### src/rtl/calc_inv_arbiter.sv
// rtl/calc_inv_arbiter.sv - round-robin arbiter sharing one calc_inv engine between requesters
// Optional engine watchdog: CALC_INV_ARB_TIMEOUT_EN (limit set by TIMEOUT).
module calc_inv_arbiter #(
   parameter  int NUM_REQ = 4,
   parameter  int DATA_W  = 128,
   parameter  int TIMEOUT = 64,
   localparam int ID_W    = $clog2(NUM_REQ)
) (
   input  logic                      clk,
   input  logic                      rst,
   input  logic [NUM_REQ-1:0]        req_valid,
   input  logic [NUM_REQ*DATA_W-1:0] req_data,
   output logic [NUM_REQ-1:0]        req_ready,
   output logic                      resp_valid,
   input  logic                      resp_ready,
   output logic [ID_W-1:0]           resp_id,
   output logic [DATA_W-1:0]         resp_data,
   output logic                      resp_err,
   output logic                      eng_en,
   output logic [DATA_W-1:0]         eng_data,
   input  logic [DATA_W-1:0]         eng_result,
   input  logic                      eng_done,
   output logic                      busy
);

   typedef enum logic [1:0] {
      S_IDLE  = 2'd0,
      S_ISSUE = 2'd1,
      S_RESP  = 2'd2
   } state_t;

   state_t              r_state;
   state_t              w_state_nxt;
   logic [ID_W-1:0]     r_ptr;
   logic [ID_W-1:0]     r_resp_id;
   logic [DATA_W-1:0]   r_eng_data;
   logic [DATA_W-1:0]   r_resp_data;
   logic                r_first;

   logic                w_found;
   logic [ID_W-1:0]     w_gnt_id;
   logic [NUM_REQ-1:0]  w_gnt;
   logic [ID_W-1:0]     w_ptr_nxt;
   logic                w_done_smp;
   logic                w_timeout;
   int unsigned         w_idx;

   // Search from the pointer upward with wrap; first valid requester wins.
   always_comb begin
      w_found  = 1'b0;
      w_gnt_id = '0;
      w_gnt    = '0;
      w_idx    = 0;
      for (int k = 0; k < NUM_REQ; k++) begin
         w_idx = (int'(r_ptr) + k) % NUM_REQ;
         if (!w_found && req_valid[w_idx[ID_W-1:0]]) begin
            w_found  = 1'b1;
            w_gnt_id = w_idx[ID_W-1:0];
         end
      end
      if (w_found) w_gnt[w_gnt_id] = 1'b1;
   end

   assign w_ptr_nxt  = (w_gnt_id == ID_W'(NUM_REQ - 1)) ? '0 : w_gnt_id + 1'b1;
   // First ISSUE cycle may still see done left over from the previous op.
   assign w_done_smp = (r_state == S_ISSUE) && !r_first && eng_done;

`ifdef CALC_INV_ARB_TIMEOUT_EN
   localparam int CNT_W = $clog2(TIMEOUT + 1);
   logic [CNT_W-1:0] r_cnt;
   logic             r_resp_err;

   assign w_timeout = (r_state == S_ISSUE) && !w_done_smp && (r_cnt == CNT_W'(TIMEOUT - 1));
   assign resp_err  = r_resp_err;

   always_ff @(posedge clk) begin
      if (rst) begin
         r_cnt      <= '0;
         r_resp_err <= 1'b0;
      end else if (r_state == S_IDLE) begin
         r_cnt <= '0;
      end else if (r_state == S_ISSUE) begin
         if (w_done_smp) begin
            r_resp_err <= 1'b0;
         end else if (w_timeout) begin
            r_resp_err <= 1'b1;
         end else begin
            r_cnt <= r_cnt + 1'b1;
         end
      end
   end
`else
   assign w_timeout = 1'b0;
   assign resp_err  = 1'b0;
`endif

   always_ff @(posedge clk) begin
      if (rst) r_state <= S_IDLE;
      else     r_state <= w_state_nxt;
   end

   always_comb begin
      w_state_nxt = r_state;
      case (r_state)
         S_IDLE:  if (w_found)                  w_state_nxt = S_ISSUE;
         S_ISSUE: if (w_done_smp || w_timeout)  w_state_nxt = S_RESP;
         S_RESP:  if (resp_ready)               w_state_nxt = S_IDLE;
         default:                               w_state_nxt = S_IDLE;
      endcase
   end

   always_ff @(posedge clk) begin
      if (rst) begin
         r_ptr       <= '0;
         r_resp_id   <= '0;
         r_eng_data  <= '0;
         r_resp_data <= '0;
         r_first     <= 1'b0;
      end else begin
         case (r_state)
            S_IDLE: begin
               if (w_found) begin
                  r_eng_data <= req_data[w_gnt_id*DATA_W +: DATA_W];
                  r_resp_id  <= w_gnt_id;
                  r_ptr      <= w_ptr_nxt;
                  r_first    <= 1'b1;
               end
            end
            S_ISSUE: begin
               r_first <= 1'b0;
               if (w_done_smp)     r_resp_data <= eng_result;
               else if (w_timeout) r_resp_data <= '0;
            end
            default: ;
         endcase
      end
   end

   assign req_ready  = (r_state == S_IDLE && !rst) ? w_gnt : '0;
   assign eng_en     = (r_state == S_ISSUE);
   assign eng_data   = r_eng_data;
   assign resp_valid = (r_state == S_RESP);
   assign resp_id    = r_resp_id;
   assign resp_data  = r_resp_data;
   assign busy       = (r_state != S_IDLE);

endmodule

### config.mk
export PLATFORM = sky130hd
export DESIGN_NAME = calc_inv_arbiter
export DESIGN_NICKNAME = d
export VERILOG_FILES = /design/src/rtl/calc_inv_arbiter.sv
export SDC_FILE = /design/constraint.sdc
export NUM_CORES = 1
export LEC_CHECK = 0
export CORE_AREA = 2 2 351 353
export CTS_CLUSTER_SIZE = 14
export DETAILED_ROUTE_END_ITERATION = 10
export DIE_AREA = 0 0 353 355
export GPL_TIMING_DRIVEN = 0
export PLACE_DENSITY_LB_ADDON = 0.08
export RECOVER_POWER = 50
export SYNTH_ARGS = -nofsm -noshare
export SYNTH_HDL_FRONTEND = slang
export SYNTH_SLANG_ARGS = --single-unit
### constraint.sdc
create_clock -name clk -period 5.3 [get_ports clk]
set_input_delay 1.06 -clock clk [delete_from_list [all_inputs] [get_ports clk]]
set_output_delay 1.06 -clock clk [all_outputs]
set_load 0.1 [all_outputs]
==> flow_summary.yaml, run 1 <==
power:
  leakagePower_nw: 9.55
  p_total_mw: 8.70
  ir_worst_vdd_v: 0.000193
  pwr_density_cell_nw_per_um2: 353
floorplan:
  initial_core_util_pct: 10.0
  core-area_um2: 121000
  dieWidth_um: 353
  rows: 128
  die_h_um: 355
  ioPinCount: 914
  fp.dieArea_um2: 125000
detailed_routing:
  wl_mm: 96.3
  drt-wirelength-per-cell_um: 24.4
  drc: 0
  routed_via_density: 3.60
  drt_pass1_iterations: 6
  num_vias: 14200
  antenna_left: 0
  first_iter_violations: 703
cells_and_area:
  area_growth_pct: 103
  fillerInstances: 13500
  final_util_pct: 20.3
  fin_nets: 2938
  drive_above_1_share_pct: 8.54
  regArea_um2: 5270
  multiInputGateArea_um2: 5600
global_routing:
  grt_usage_pct: 14.7
  grt_pass1_vias: 15200
  grt_pass1_wl_mm: 129
  grt.overflow.total: 0
  grt_max_degree: 11
  grt_antenna_before_repair: 59
clocking:
  cts_max_path_buffers: 3
  h-tree-depth: 2
  cts_setup_buffers: 0
  cts_root_buf: "clkbuf_16"
  clk_pin_slew_ps: 50
  cts_hold_buf: 0
  cts.sinks: 263
  clock_latency_ps: 590
  cts_buffers: 42
  cts_tree: "done"
sta:
  hold_viol: 0
  fmax_mhz: 197
  grt_setup_unrepaired: "false"
  worst_slew_pin_slew_ps: 1350
  period_minus_slack_ps: 5080
  finClkSkew_ps: 18.6
  relSlewSlack_pct: 9.90
  setup_viol: 0
  post-route-period-util_pct: 95.8
  slew_viol_final: 0
logic_synthesis:
  syn_area_um2: 12100
  synth.avg_cell_area_um2: 9.12
  synth_warnings: 0
  syn_nets: 1982
  synth-seq-area-share_pct: 43.4
  syn_inst: 1332
  synth_cell_types: 36
  synth_seq_cells: 263
placement:
  port_buffers: 912
  dp_hpwl_mm: 80.4
  gp_congestion: 0.888
worst_setup_path:
  end_kind: "primary output"
  cp-start-kind: "input pin"
  crit_fanout: 10
  arrival_ps: 4020
  crit_type: "input pin to primary output"
  required_ps: 4240
status:
  outcome: "completed"
worst_hold_path:
  hp-class: "register to register"
run:
  maxCapViolCount: 0
==> layer usage <==
layer	global-route usage (%)	wire, µm
met1	14.9	34400
met2	27.0	49300
met3	6.95	10000
met4	3.86	2310
met5	0	259
==> sequential cells by signal, indices dropped and copies added (netlist names) <==
register	cells
resp_data	128
eng_data	128
resp_id	2
r_first	1
r_state	2
r_ptr	2
==> final cells by class <==
cell class,count,area share (%)
timing repair buffer,912,37.0
inverter,134,2.04
buffer,116,3.14
antenna,11,0.112
multi-input combinational,819,22.7
clock inverter,6,0.350
tap,1625,8.24
sequential,263,21.3
clock buffer,68,5.11
==> power breakdown <==
part / internal, mW / switching, mW
sequential: 2.20 / 0.129
combinational: 1.09 / 2.43
clock: 1.71 / 1.13
total: 5.00 / 3.69
==> worst max-delay path: stages <==
cell and delay [ps]:
clkdlybuf4s50_1 680, nand2b_1 150, a21oi_1 260, a211oi_4 100, inv_2 110, buf_2 360, ha_1 210, and2_1 140
dlygate4sd2_1 930
==> cells in the mapped netlist <==
cell type | n | area (µm²)
dfxtp_1 | 263 | 5270
nand2_1 | 263 | 987
a21oi_1 | 135 | 676
inv_1 | 133 | 499
mux2i_1 | 129 | 1290
o221ai_1 | 128 | 1120
a22oi_1 | 67 | 503
a22oi_2 | 61 | 763
clkbuf_1 | 44 | 165
buf_2 | 40 | 200
buf_6 | 15 | 169
buf_12 | 7 | 140
nor2_1 | 7 | 26.3
buf_4 | 5 | 37.5
nand2b_1 | 5 | 31.3
buf_8 | 4 | 60.1
and2_1 | 3 | 18.8
nor2b_1 | 3 | 18.8
a31oi_1 | 2 | 12.5
ha_1 | 2 | 25.0
a2111oi_0 | 1 | 8.76
a211oi_1 | 1 | 7.51
a211oi_4 | 1 | 20.0
a21o_1 | 1 | 7.51
and2_4 | 1 | 8.76
buf_1 | 1 | 3.75
conb_1 | 1 | 3.75
inv_2 | 1 | 3.75
nand2_2 | 1 | 6.26
nor2_8 | 1 | 20.0
nor3_2 | 1 | 10.0
o211ai_1 | 1 | 7.51
o21ai_0 | 1 | 5.00
o21ai_1 | 1 | 5.00
o22ai_1 | 1 | 6.26
or4_4 | 1 | 11.3
==> stage by stage <==
stage	instance area (µm²)	worst slack, ps	TNS (ps)	instances	hold slack [ps]
final	24700	220	0	3954	449
after detailed placement	23300	-360	-800	3869	446
after CTS	24600	16.1	0	3943	453
after floorplan	12100	1510	0	1332	439
after global placement	23300	-321	-701	3869	444
after global routing	24600	69.9	0	3946	464
==> what timing repair did <==
item / 4_1_cts / 5_1_grt
pin swaps: 0 / 0
gates cloned: 0 / 0
setup endpoints to repair: 3 / 2
resized for setup: 3 / 4
==> cells by family (layout without fill, tap and decap cells) <==
logic type               after synthesis  count (layout)  share of synthesized area, %
AND/OR/NAND/NOR                      286             286                          9.37
other                                  1              12                        0.0309
adder cells (fa/ha/maj)                2               2                         0.206
flip-flops                           263             263                          43.4
AO/OA/AOI/OAI                        401             401                          25.9
multiplexers                         129             129                          10.6
buffers and inverters                250            1236                          10.5
==> worst paths after layout <==
kind | start | to | slack, ps | depth (start not counted)
max | req_valid[0] | req_ready[2] | 220 | 9
min | resp_data[117] | resp_data[117] | 450 | 2
max reg2reg | r_ptr[0] | eng_data[124] | 2740 | 8
min reg2reg | resp_data[117] | resp_data[117] | 450 | 2
==> cell usage in the layout, fill, tap and decap left out, drive strengths merged, types with 2 or more instances in the layout <==
| cell type | instances |
|---|---|
| nor2 | 8 |
| buf | 71 |
| dlygate4sd3 | 136 |
| a211oi | 2 |
| nor2b | 3 |
| a31oi | 2 |
| o21ai | 2 |
| clkinv | 2 |
| inv | 135 |
| mux2i | 129 |
| and2 | 4 |
| a22oi | 128 |
| ha | 2 |
| clkbuf | 115 |
| nand2 | 264 |
| o221ai | 128 |
| bufinv | 2 |
| nand2b | 5 |
| a21oi | 135 |
| clkdlybuf4s50 | 773 |
| dfxtp | 263 |
| diode | 11 |
Power figures use the tool's default switching activity.
==> run 2, diff against run 1 <==
- CTS_CLUSTER_DIAMETER: unset -> 40
==> flow_summary.yaml, run 2 (synthesis gave the netlist of run 1 again) <==
clocking:
  cts_max_path_buffers: 3
  clock_latency_ps: 680
  cts_resized: 3
  clk_pin_slew_ps: 40
  cts_setup_buffers: 0
  cts_hold_buf: 0
  cts_tree: "done"
  cts_buffers: 90
  h-tree-depth: 3
  cts.sinks: 263
  cts_root_buf: "clkbuf_16"
global_routing:
  grt.overflow.total: 0
  grt_pass1_wl_mm: 130
  grt.busiest_layer: "met2"
  grt_antenna_before_repair: 60
  grt_max_degree: 13
  grt_util_met1_pct: 14.7
  grt_usage_pct: 14.9
  use_met2_pct: 26.9
  met3_usage_pct: 8.03
  grt_pass1_vias: 15800
worst_setup_path:
  required_ps: 4240
  r2r_cells: 7
  r2r-start: "r_ptr[0]"
  reg2reg_to: "eng_data[23]"
  end_kind: "primary output"
  cp-start-kind: "input pin"
  arrival_ps: 4040
  crit_type: "input pin to primary output"
  rrSetupSlack_ps: 2450
  crit_fanout: 10
floorplan:
  die_h_um: 355
  dieWidth_um: 353
  initial_core_util_pct: 10.0
  rows: 128
  core-area_um2: 121000
  ioPinCount: 914
  fp.dieArea_um2: 125000
sta:
  worst_slew_pin_slew_ps: 1290
  hold_viol: 0
  setup_viol: 0
  finalSetupTns_ps: 0
  period_minus_slack_ps: 5100
  post-route-period-util_pct: 96.2
  fmax_mhz: 196
  finClkSkew_ps: 34.9
  grt_setup_unrepaired: "false"
  slew_viol_final: 0
  relSlewSlack_pct: 13.8
detailed_routing:
  wl_mm: 96.8
  drt-wirelength-per-cell_um: 23.9
  drc: 0
  routed_via_density: 3.62
  first_iter_violations: 744
  drt_pass1_iterations: 5
  num_vias: 14600
  antenna_left: 0
worst_hold_path:
  hold_path_end: "resp_data[11]"
  holdPathStages: 2
  min_from: "resp_data[11]"
  hp-class: "register to register"
cells_and_area:
  fin_area_um2: 26500
  final_cell_mix: "clkdlybuf4s50_1 (871), nand2_1 (263), dfxtp_1 (263), a21oi_1 (135), inv_1 (133)"
  fin_nets: 2986
  area_growth_pct: 118
  final_common_cell: "clkdlybuf4s50_1"
  final_util_pct: 21.8
  drive_above_1_share_pct: 11.7
placement:
  place_area_um2: 23300
  gp_congestion: 0.888
  dp_hpwl_mm: 80.4
  port_buffers: 912
power:
  ir_worst_vdd_v: 0.000214
  pwr_density_cell_nw_per_um2: 432
  leakagePower_nw: 10.1
status:
  outcome: "completed"
run:
  maxCapViolCount: 0
run 2: changes by cell type in the layout (fill, tap and decap cells not counted), sizes merged:
cell           previous run  this run
buf                      71        60
bufinv                    2         8
clkbuf                  115       191
clkdlybuf4s50           773       871
clkinv                    2        10
clkinvlp                  1         9
dlygate4sd3             136        38
inv                     135       139
run 2: worst max path at each step:
stage	start	to	depth (start not counted)
final	req_valid[0]	req_ready[2]	9
after global routing	req_valid[0]	req_ready[2]	9
after CTS	req_valid[2]	req_ready[0]	9
after detailed placement	req_valid[2]	req_ready[0]	9
after global placement	req_valid[2]	req_ready[0]	9
after floorplan	req_valid[1]	req_ready[2]	7
run 2: routing by layer:
metal,routed length (µm),vias to the layer above
li1,-,6835
met1,34000,6856
met2,49000,690
met3,10700,204
met4,2810,38
met5,246,-
run 2: where the power goes:
part | internal [mW] | leakage, nW | total [mW] | switching [mW]
sequential | 2.21 | 2.15 | 2.34 | 0.132
combinational | 1.12 | 6.44 | 3.55 | 2.43
clock | 3.91 | 1.54 | 5.54 | 1.64
total | 7.24 | 10.1 | 11.4 | 4.20
run 2: cell type report:
class                   instances  area, µm²
well taps                    1625       2030
repair buffers                912       9120
plain buffers                 116        762
clock inverters                32        424
multi-input cells             819       5600
clock buffers                 133       2740
flip-flops and latches        263       5270
diodes                         11       27.5
fillers                     13400      94900
inverters                     134        503
run 2: stage by stage:
stage / setup slack, ps / total power, mW / hold WS (ps) / instances
after CTS: 20.2 / 11.7 / 451 / 4034
after detailed placement: -360 / 5.99 / 446 / 3869
after floorplan: 1510 / 4.61 / 439 / 1332
after global placement: -321 / 5.99 / 444 / 3869
final: 199 / 11.4 / 450 / 4045
after global routing: 69.8 / 11.9 / 461 / 4039
run 2: worst max-delay path, stage by stage:
cell and delay [ps]:
clkdlybuf4s50_1 690, nand2b_1 150, a21oi_1 260, a211oi_4 100, inv_2 110, buf_2 370, ha_1 210, and2_1 140
dlygate4sd2_1 930
==> run 3, diff against run 2 <==
- CAP_MARGIN: unset -> 20
==> flow_summary.yaml, run 3 (synthesis gave the netlist of run 1 again) <==
status:
  outcome: "completed"
global_routing:
  grt_usage_pct: 14.8
  grt_pass1_wl_mm: 130
  grt_antenna_before_repair: 61
  grt.overflow.total: 0
  grt_max_degree: 14
  grt_pass1_vias: 15700
detailed_routing:
  first_iter_violations: 546
  num_vias: 14600
  antenna_left: 0
  drt-wirelength-per-cell_um: 23.8
  drc: 0
  wl_mm: 96.5
  routed_via_density: 3.59
  drt_pass1_iterations: 5
floorplan:
  core-area_um2: 121000
  die_h_um: 355
  ioPinCount: 914
  fp.dieArea_um2: 125000
  initial_core_util_pct: 10.0
  rows: 128
  dieWidth_um: 353
worst_setup_path:
  rrSetupSlack_ps: 2720
  required_ps: 4240
  arrival_ps: 4030
  cp-start-kind: "input pin"
  r2r_cells: 8
  crit_type: "input pin to primary output"
  end_kind: "primary output"
  r2r-start: "r_ptr[0]"
  reg2reg_to: "eng_data[124]"
  crit_fanout: 10
power:
  pwr_density_cell_nw_per_um2: 430
  leakagePower_nw: 10.5
  ir_worst_vdd_v: 0.000223
  p_total_mw: 11.5
sta:
  finalSetupTns_ps: 0
  hold_viol: 0
  relSlewSlack_pct: 8.61
  setup_viol: 0
  post-route-period-util_pct: 96.1
  grt_setup_unrepaired: "false"
  fmax_mhz: 196
  period_minus_slack_ps: 5090
  worst_slew_pin_slew_ps: 1380
  finClkSkew_ps: 28.2
  slew_viol_final: 0
clocking:
  cts_setup_buffers: 0
  cts_root_buf: "clkbuf_16"
  cts_buffers: 90
  h-tree-depth: 3
  clk_pin_slew_ps: 40
  cts.sinks: 263
  clock_latency_ps: 660
  cts_tree: "done"
  cts_max_path_buffers: 3
cells_and_area:
  final_cell_mix: "clkdlybuf4s50_1 (786), nand2_1 (263), dfxtp_1 (263), a21oi_1 (135), inv_1 (133)"
  stdcell_count: 4050
  final_util_pct: 22.0
  drive_above_1_share_pct: 12.1
  final_common_cell: "clkdlybuf4s50_1"
  fin_nets: 2993
  area_growth_pct: 119
worst_hold_path:
  hp-class: "register to register"
  holdPathStages: 2
  min_from: "resp_data[117]"
  hold_path_end: "resp_data[117]"
placement:
  dp_hpwl_mm: 80.5
  gp_congestion: 0.888
  port_buffers: 912
  dp_cells: 3875
run:
  maxCapViolCount: 0
==> run 3: power breakdown <==
part	switching [mW]	leakage [nW]	total (mW)	internal, mW
Clock	1.63	1.56	5.55	3.93
Sequential	0.131	2.15	2.34	2.21
Combinational	2.44	6.77	3.57	1.13
==> run 3: worst max-delay path by stage <==
stage	start	to	depth (start not counted)
after floorplan	req_valid[1]	req_ready[2]	7
after global placement	req_valid[2]	req_ready[0]	9
after detailed placement	req_valid[2]	req_ready[0]	9
after CTS	req_valid[2]	req_ready[0]	9
after global routing	req_valid[0]	req_ready[1]	6
final	req_valid[0]	req_ready[2]	9
==> run 3: worst max-delay path: stages <==
cell             delay (ps)
clkdlybuf4s50_1         680
nand2b_1                150
a21oi_1                 260
a211oi_4                100
inv_2                   110
buf_2                   370
ha_1                    200
and2_1                  150
dlygate4sd2_1           930
==> run 3: cell type report <==
cell class	instances	area [µm²]
clock buffers	138	2760
plain buffers	116	774
inverters	134	503
flip-flops and latches	263	5270
repair buffers	919	9260
diodes	10	25.0
fillers	13400	94700
well taps	1625	2030
multi-input cells	819	5600
clock inverters	26	429
==> run 3: layer usage <==
metal	vias to the layer above	track usage [%]	wire, µm
li1	6828	-	-
met1	6742	14.5	33700
met4	44	5.13	3170
met2	725	26.9	48900
met3	219	7.52	10500
met5	-	0	282
==> run 3: timing repair <==
item | CTS | global route
hold buffers | 0 | 0
setup endpoints to repair | 3 | 1
gates resized for setup | 3 | 2
==> run 3: per-stage QoR <==
step / setup slack [ps] / hold slack (ps) / cell area, µm²
global placement: -321 / 444 / 23300
CTS: 36.2 / 452 / 26600
global route: 2.80 / 465 / 26600
floorplan: 1510 / 439 / 12100
detailed placement: -341 / 446 / 23400
finish: 207 / 446 / 26700
